==> config.mk <==
export PLATFORM = sky130hd
export DESIGN_NAME = sa_feeder_3x3_flat
export DESIGN_NICKNAME = d
export VERILOG_FILES = /design/src/rtl/sa_feed_pkg.sv /design/src/rtl/sa_feeder_3x3_if.sv /design/src/rtl/sa_feed_skew.sv /design/src/rtl/sa_feeder_3x3.sv /design/src/flat_wrapper.sv
export SDC_FILE = /design/constraint.sdc
export NUM_CORES = 1
export LEC_CHECK = 0
export BUFFER_PORTS_ARGS = -buffer_cell sky130_fd_sc_hd__buf_4
export CAP_MARGIN = 0
export CORE_ASPECT_RATIO = 1.75
export CORE_UTILIZATION = 50
export CTS_CLUSTER_DIAMETER = 200
export DETAILED_ROUTE_END_ITERATION = 16
export PLACE_DENSITY = 0.77
export SYNTH_ARGS = -nofsm -noshare
export SYNTH_HDL_FRONTEND = slang
export SYNTH_HIERARCHICAL = 1
export SYNTH_SLANG_ARGS = --single-unit
==> constraint.sdc <==
create_clock -name clk -period 3.9 [get_ports clk]
set_input_delay 0.78 -clock clk [delete_from_list [all_inputs] [get_ports clk]]
set_output_delay 0.78 -clock clk [all_outputs]
set_load 0.01 [all_outputs]
==> src/rtl/sa_feed_pkg.sv <==
// Shared types and constants for the 3x3 systolic-array feeder.
// Configuration macro: SA_FEED_WREUSE_EN (weight reuse, see sa_feeder_3x3).
package sa_feed_pkg;

    typedef enum logic [1:0] {
        IDLE   = 2'd0,
        LOADW  = 2'd1,
        STREAM = 2'd2,
        DRAIN  = 2'd3
    } state_t;

    localparam int DW_DEF    = 8;
    localparam int N_DEF     = 3;
    localparam int DRAIN_DEF = 3;

    function automatic int elem_idx(input int r, input int k, input int n = N_DEF);
        return r * n + k;
    endfunction

    // Counter must reach the longest phase: 2N-1 stream steps or DRAIN drain cycles.
    function automatic int cnt_width(input int n, input int drain);
        int cmax;
        cmax = 2 * n - 2;
        if (drain - 1 > cmax) cmax = drain - 1;
        return (cmax < 1) ? 1 : $clog2(cmax + 1);
    endfunction

endpackage

==> src/rtl/sa_feeder_3x3_if.sv <==
// Tile input handshake for the feeder: valid/ready plus the W and X matrices.
// With SA_FEED_WREUSE_EN defined, s_keep_w travels with the tile.
interface sa_feeder_3x3_if #(
    parameter int DW = sa_feed_pkg::DW_DEF,
    parameter int N  = sa_feed_pkg::N_DEF
);
    logic              s_valid;
    logic              s_ready;
    logic [N*N*DW-1:0] s_w;
    logic [N*N*DW-1:0] s_x;
`ifdef SA_FEED_WREUSE_EN
    logic              s_keep_w;

    modport master (output s_valid, s_w, s_x, s_keep_w, input s_ready);
    modport slave  (input s_valid, s_w, s_x, s_keep_w, output s_ready);
`else
    modport master (output s_valid, s_w, s_x, input s_ready);
    modport slave  (input s_valid, s_w, s_x, output s_ready);
`endif
endinterface

==> src/rtl/sa_feed_skew.sv <==
// Combinational diagonal skew: lane k carries X[t-k][k] while 0 <= t-k < N, else 0.
module sa_feed_skew #(
    parameter int DW = 8,
    parameter int N  = 3,
    parameter int CW = 3
) (
    input  logic [N*N*DW-1:0] x,
    input  logic [CW-1:0]     t,
    output logic [N*DW-1:0]   a
);
    import sa_feed_pkg::*;

    localparam int RW = (N > 1) ? $clog2(N) : 1;

    for (genvar gi = 0; gi < N; gi++) begin : g_lane
        logic [DW-1:0] col [N];
        logic [CW-1:0] r;
        logic          in_rng;

        for (genvar gj = 0; gj < N; gj++) begin : g_col
            assign col[gj] = x[elem_idx(gj, gi, N)*DW +: DW];
        end

        // Row feeding this lane at step t is t-gi; guard both ends before indexing.
        assign r      = t - CW'(gi);
        assign in_rng = (t >= CW'(gi)) && (r < CW'(N));
        assign a[gi*DW +: DW] = in_rng ? col[r[RW-1:0]] : '0;
    end

endmodule

==> src/rtl/sa_feeder_3x3.sv <==
// Feeder for the 3x3 weight-stationary array: preloads W row by row, then streams skewed X.
// SA_FEED_WREUSE_EN: s_keep_w lets a tile reuse the previously loaded weights.
module sa_feeder_3x3 #(
    parameter int DW    = sa_feed_pkg::DW_DEF,
    parameter int N     = sa_feed_pkg::N_DEF,
    parameter int DRAIN = sa_feed_pkg::DRAIN_DEF
) (
    input  logic            clk,
    input  logic            rst,
    sa_feeder_3x3_if.slave  s,
    output logic [N*DW-1:0] b_out,
    output logic            p1_en,
    output logic [N*DW-1:0] a_out,
    output logic            busy,
    output logic            done
);
    import sa_feed_pkg::*;

    localparam int CW = cnt_width(N, DRAIN);
    localparam int RW = (N > 1) ? $clog2(N) : 1;

    state_t            state_reg, state_next;
    logic [CW-1:0]     cnt_reg, cnt_next;
    logic [N*N*DW-1:0] w_reg, x_reg;
    logic [N*N*DW-1:0] tile_w, tile_x;
    logic              accept;
    logic              done_next;
    logic [N*DW-1:0]   b_next, a_next, skew_a;
    logic [N*DW-1:0]   w_rows [N];
`ifdef SA_FEED_WREUSE_EN
    logic              w_loaded_reg, w_loaded_next;
`endif

    assign s.s_ready = (state_reg == IDLE);
    assign accept    = s.s_valid && (state_reg == IDLE);

    // Outputs are registered from the next state, so the tile being accepted
    // must be visible before it lands in w_reg/x_reg.
    assign tile_w = accept ? s.s_w : w_reg;
    assign tile_x = accept ? s.s_x : x_reg;

    for (genvar gi = 0; gi < N; gi++) begin : g_row
        assign w_rows[gi] = tile_w[elem_idx(gi, 0, N)*DW +: N*DW];
    end

    sa_feed_skew #(
        .DW (DW),
        .N  (N),
        .CW (CW)
    ) u_skew (
        .x (tile_x),
        .t (cnt_next),
        .a (skew_a)
    );

    always_comb begin
        state_next = state_reg;
        cnt_next   = cnt_reg;
        done_next  = 1'b0;
`ifdef SA_FEED_WREUSE_EN
        w_loaded_next = w_loaded_reg;
`endif
        case (state_reg)
            IDLE: begin
                if (accept) begin
                    cnt_next   = '0;
                    state_next = LOADW;
`ifdef SA_FEED_WREUSE_EN
                    if (s.s_keep_w && w_loaded_reg) state_next = STREAM;
`endif
                end
            end
            LOADW: begin
                if (cnt_reg == CW'(N - 1)) begin
                    state_next = STREAM;
                    cnt_next   = '0;
`ifdef SA_FEED_WREUSE_EN
                    w_loaded_next = 1'b1;
`endif
                end else begin
                    cnt_next = cnt_reg + 1'b1;
                end
            end
            STREAM: begin
                if (cnt_reg == CW'(2 * N - 2)) begin
                    state_next = sa_feed_pkg::DRAIN;
                    cnt_next   = '0;
                end else begin
                    cnt_next = cnt_reg + 1'b1;
                end
            end
            sa_feed_pkg::DRAIN: begin
                if (cnt_reg == CW'(DRAIN - 1)) begin
                    state_next = IDLE;
                    cnt_next   = '0;
                    done_next  = 1'b1;
                end else begin
                    cnt_next = cnt_reg + 1'b1;
                end
            end
            default: begin
                state_next = IDLE;
                cnt_next   = '0;
            end
        endcase

        b_next = '0;
        a_next = '0;
        if (state_next == LOADW)  b_next = w_rows[cnt_next[RW-1:0]];
        if (state_next == STREAM) a_next = skew_a;
    end

    always_ff @(posedge clk) begin
        if (!rst) begin
            state_reg <= IDLE;
            cnt_reg   <= '0;
            w_reg     <= '0;
            x_reg     <= '0;
            b_out     <= '0;
            a_out     <= '0;
            p1_en     <= 1'b0;
            busy      <= 1'b0;
            done      <= 1'b0;
        end else begin
            state_reg <= state_next;
            cnt_reg   <= cnt_next;
            if (accept) begin
                w_reg <= s.s_w;
                x_reg <= s.s_x;
            end
            b_out <= b_next;
            a_out <= a_next;
            p1_en <= (state_next == LOADW);
            busy  <= (state_next != IDLE);
            done  <= done_next;
        end
    end

`ifdef SA_FEED_WREUSE_EN
    always_ff @(posedge clk) begin
        if (!rst) w_loaded_reg <= 1'b0;
        else      w_loaded_reg <= w_loaded_next;
    end
`endif

endmodule

==> src/flat_wrapper.sv <==
// flat-port wrapper written by rule: the top's interface ports become plain ports
module sa_feeder_3x3_flat import sa_feed_pkg::*;
#(
    parameter int DW    = sa_feed_pkg::DW_DEF,
    parameter int N     = sa_feed_pkg::N_DEF,
    parameter int DRAIN = sa_feed_pkg::DRAIN_DEF
)
  (clk, rst, b_out, p1_en, a_out, busy, done, s_s_valid, s_s_w, s_s_x, s_s_ready);
  sa_feeder_3x3_if #(.DW(DW), .N(N)) s_i ();
  input  logic clk;
  input  logic rst;
  output logic [N*DW-1:0] b_out;
  output logic p1_en;
  output logic [N*DW-1:0] a_out;
  output logic busy;
  output logic done;
  input wire logic [$bits(s_i.s_valid)-1:0] s_s_valid;
  input wire logic [$bits(s_i.s_w)-1:0] s_s_w;
  input wire logic [$bits(s_i.s_x)-1:0] s_s_x;
  output wire logic [$bits(s_i.s_ready)-1:0] s_s_ready;
  assign s_i.s_valid = s_s_valid;
  assign s_i.s_w = s_s_w;
  assign s_i.s_x = s_s_x;
  assign s_s_ready = s_i.s_ready;
  sa_feeder_3x3 #(.DW(DW), .N(N), .DRAIN(DRAIN)) u_core (.clk(clk), .rst(rst), .s(s_i), .b_out(b_out), .p1_en(p1_en), .a_out(a_out), .busy(busy), .done(done));
endmodule
==> summary.md <==
| Metric | Value |
|---|---|
| Worst path slowest cell | `ha_1` |
| Vias per cell | `5.21` |
| Synth Flop Type | `dfxtp_1` |
| Antenna Nets Post-Route | `0` |
| Worst Hold Launch | `u_core/w_reg[26]$_SDFF_PN0_` |
| Via Count | `5,955` |
| Hold endpoint | `u_core/w_reg[26]$_SDFF_PN0_` |
| Crit-path max cell delay | `0.60 ns` |
| Max FO, Critical Path | `12` |
| Critical Path Start | `u_core/cnt_reg[0]$_SDFF_PN0_` |
| Initial antenna violation count | `0` |
| CP bufs+invs | `3` |
| Grt total ovfl | `0` |
| Post-Synth XOR/XNOR Area | `0.00211` |
| Per-cell routed wire length | `15.5 um` |
| Routability Congestion | `0.741` |
| Mux contribution to synthesized area | `0.256` |
| Final instance area | `10,300 sq um` |
| Adder-Cell Fraction of Synth Area | `0.0151` |
| CTS buffer count | `17` |
| Seq cells post-synth | `200` |
| Max-cap violation count | `0` |
| Fin crit period | `2.95 ns` |
| Most frequent cells after synthesis | `dfxtp_1, mux2_2, nor2_1` |
| Max-slew violations | `0` |
| Critical path required time | `4.21 ns` |
| Leakage Power | `4.69 nW` |
| Mapped Avg Cell Area | `10.8 sq um` |
| Overall routing resource usage | `0.206` |
| Synth Area in Compound Gates | `0.0506` |
| Area Overhead vs Synth | `24.5%` |
| CTS resizes | `0` |
| DRC violations left | `0` |
| Final Setup Violations | `0` |
| Cell Rows | `62` |
| CTS Buffer Depth | `2` |
| Post-Syn Nets | `925` |
| Post-synth EDFFs | `0` |
| Post-synth ARST share | `0` |
| Htree depth | `4` |
| Largest area contributor in the netlist | `dfxtp_1` |
| Number of global-route vias before repair | `5,771` |
| Die area | `17,200 sq um` |
| Most common cell in the netlist | `dfxtp_1` |
| R2R depth | `12` |
| Pwr dens | `466 nW/um^2` |
| IO Pins | `199` |
| Synth unique cells | `38` |
| Min-Delay Path Class | `flip-flop to flip-flop` |
| Final TNS setup | `0 ns` |
| Crit path kind | `flip-flop to flip-flop` |
| Port bufs | `198` |
| Synth Area in Simple Gates | `0.146` |
| First-pass GRT wire length | `27,600 um` |
| Core box area | `16,300 sq um` |
| Critical Path Source Type | `flip-flop` |
| Count of final hold-check violations | `0` |
| Status | `finished clean` |
| Diode count | `0` |
| Tcrit/Tclk final | `0.756` |
| Clk sink count | `200` |
| Initial Utilization | `0.510` |
| CTS Hold Bufs | `0` |
| DR iter-0 viols | `164` |
| RR Startpoint | `u_core/cnt_reg[0]$_SDFF_PN0_` |
| Register area share after synthesis | `0.482` |
| Syn Std Cell Area | `8310 sq um` |
| Layout cell share with drive strength beyond 1 | `0.373` |
| Die W | `99.4 um` |
| CP Depth | `12` |
| Ys Warns | `6` |
| Largest net degree at the start of global routing | `100` |
| Share of the synthesized area in the top cell type | `0.482` |
| Unrepaired setup endpoints after global routing | `false` |
| Critical path cell sequence | `inv_1, ha_1, nand2_1, nand2_1, o31a_2, inv_1, inv_2, ha_1, mux2_2, a22oi_1, nor2_1, and3_1` |
| Dpl hpwl | `12,300 um` |
| CP arrival | `3.26 ns` |
| VDD IR-drop max | `0.354 mV` |
| Crit. End Element | `flip-flop` |
| Worst skew pair latency | `0.43 ns` |
| Cells after synthesis | `768` |
| Worst-margin pin slew | `0.896 ns` |
| Clock root cell | `clkbuf_16` |
| RR Endpoint | `u_core/a_out[13]$_SDFF_PN0_` |
| Largest family of logic cells by synthesized area | `multiplexers` |
| Top cells by area, synth | `dfxtp_1, mux2_2, mux2i_1` |
| Final setup skew | `0.0118 ns` |
| R2R setup slack | `0.95 ns` |
| CTS tree | `yes` |
| Clock-pin slew on the worst setup and hold paths | `0.07 ns` |
| DRT Pass-1 Iters | `4` |
| Final nets | `1,096` |
| WHS Path Cells | `2` |
| Top delay family on crit path | `adder cells` |
| Post-CTS Setup Repair Bufs | `0` |
| Highest Clock Rate | `339 MHz` |
| DP Area | `9790 sq um` |
| Post-Route WL | `17,700 um` |
| DIE HEIGHT | `172 um` |
| Relative slew slack | `0.402` |
==> worst register-to-register path, stage by stage (launching register included) <==
cell	delay, ns
dfxtp_1	0.41
inv_1	0.11
ha_1	0.24
nand2_1	0.06
nand2_1	0.08
o31a_2	0.33
inv_1	0.08
inv_2	0.12
ha_1	0.60
mux2_2	0.39
a22oi_1	0.21
nor2_1	0.06
and3_1	0.15
==> final cells by class <==
type | instances | area [sq um]
inverter | 8 | 30.0
clock inverter | 12 | 118
multi-input combinational | 503 | 3920
clock buffer | 18 | 429
tap | 192 | 240
fill | 1352 | 5950
sequential | 200 | 4000
timing repair buffer | 209 | 1590
==> cell usage in the layout (no fill, tap or decap), types with 2 or more instances in the layout <==
cell type / synthesis / final
a21oi_1: 11 / 11
a22oi_1: 7 / 7
a31oi_1: 2 / 2
and2_1: 83 / 82
and3_1: 24 / 24
buf_12: 1 / 2
buf_4: 7 / 207
clkbuf_16: 0 / 17
clkinv_4: 0 / 5
clkinvlp_4: 0 / 2
dfxtp_1: 200 / 200
ha_1: 10 / 10
inv_1: 7 / 6
inv_2: 1 / 2
inv_8: 0 / 3
mux2_1: 8 / 8
mux2_2: 86 / 86
mux2_4: 18 / 18
mux2i_1: 80 / 80
nand2_1: 22 / 22
nand2b_1: 4 / 4
nand3_1: 11 / 11
nor2_1: 84 / 84
nor4b_2: 2 / 2
o21ai_0: 10 / 10
o22ai_1: 25 / 24
xor2_1: 2 / 2
==> layer usage <==
metal  track usage  up-vias  wire [um]
met5             0        -          0
met4        0.0748        0        336
met3        0.0424       20        735
met2         0.399      136       9640
met1         0.214     2845       6990
li1              -     2954          -
==> stage by stage <==
stage | setup WS (ns) | power [W] | instances | hold WS (ns) | util
finish | 0.953 | 0.00481 | 1142 | 0.486 | 0.635
global route | 0.747 | 0.00502 | 1142 | 0.512 | 0.635
CTS | 0.968 | 0.00486 | 1142 | 0.496 | 0.635
detailed placement | 0.815 | 0.00323 | 1112 | 0.477 | 0.601
global placement | 0.927 | 0.00321 | 1112 | 0.465 | 0.601
floorplan | 0.796 | 0.00296 | 768 | 0.451 | -
==> where the power goes <==
group,internal [W],switching (W)
combinational,0.000503,0.000449
clock,0.000835,0.000806
sequential,0.00218,0.0000412
total,0.00352,0.00130
==> kinds of logic after synthesis <==
group	count (synthesis)
and+or+nand+nor	235
muxes	192
AOI/OAI and AO/OA	64
adders and majority gates	10
xor gates and xnor gates	2
DFF	200
buffers and inverters	65
==> worst max path at each step <==
stage / slack [ns] / end
finish: 0.95 / u_core/a_out[13]$_SDFF_PN0_
global route: 0.75 / u_core/a_out[13]$_SDFF_PN0_
CTS: 0.97 / u_core/a_out[13]$_SDFF_PN0_
detailed placement: 0.82 / u_core/a_out[13]$_SDFF_PN0_
global placement: 0.93 / u_core/a_out[13]$_SDFF_PN0_
floorplan: 0.80 / u_core/a_out[13]$_SDFF_PN0_
No activity file was read; power rests on OpenSTA's default activity.
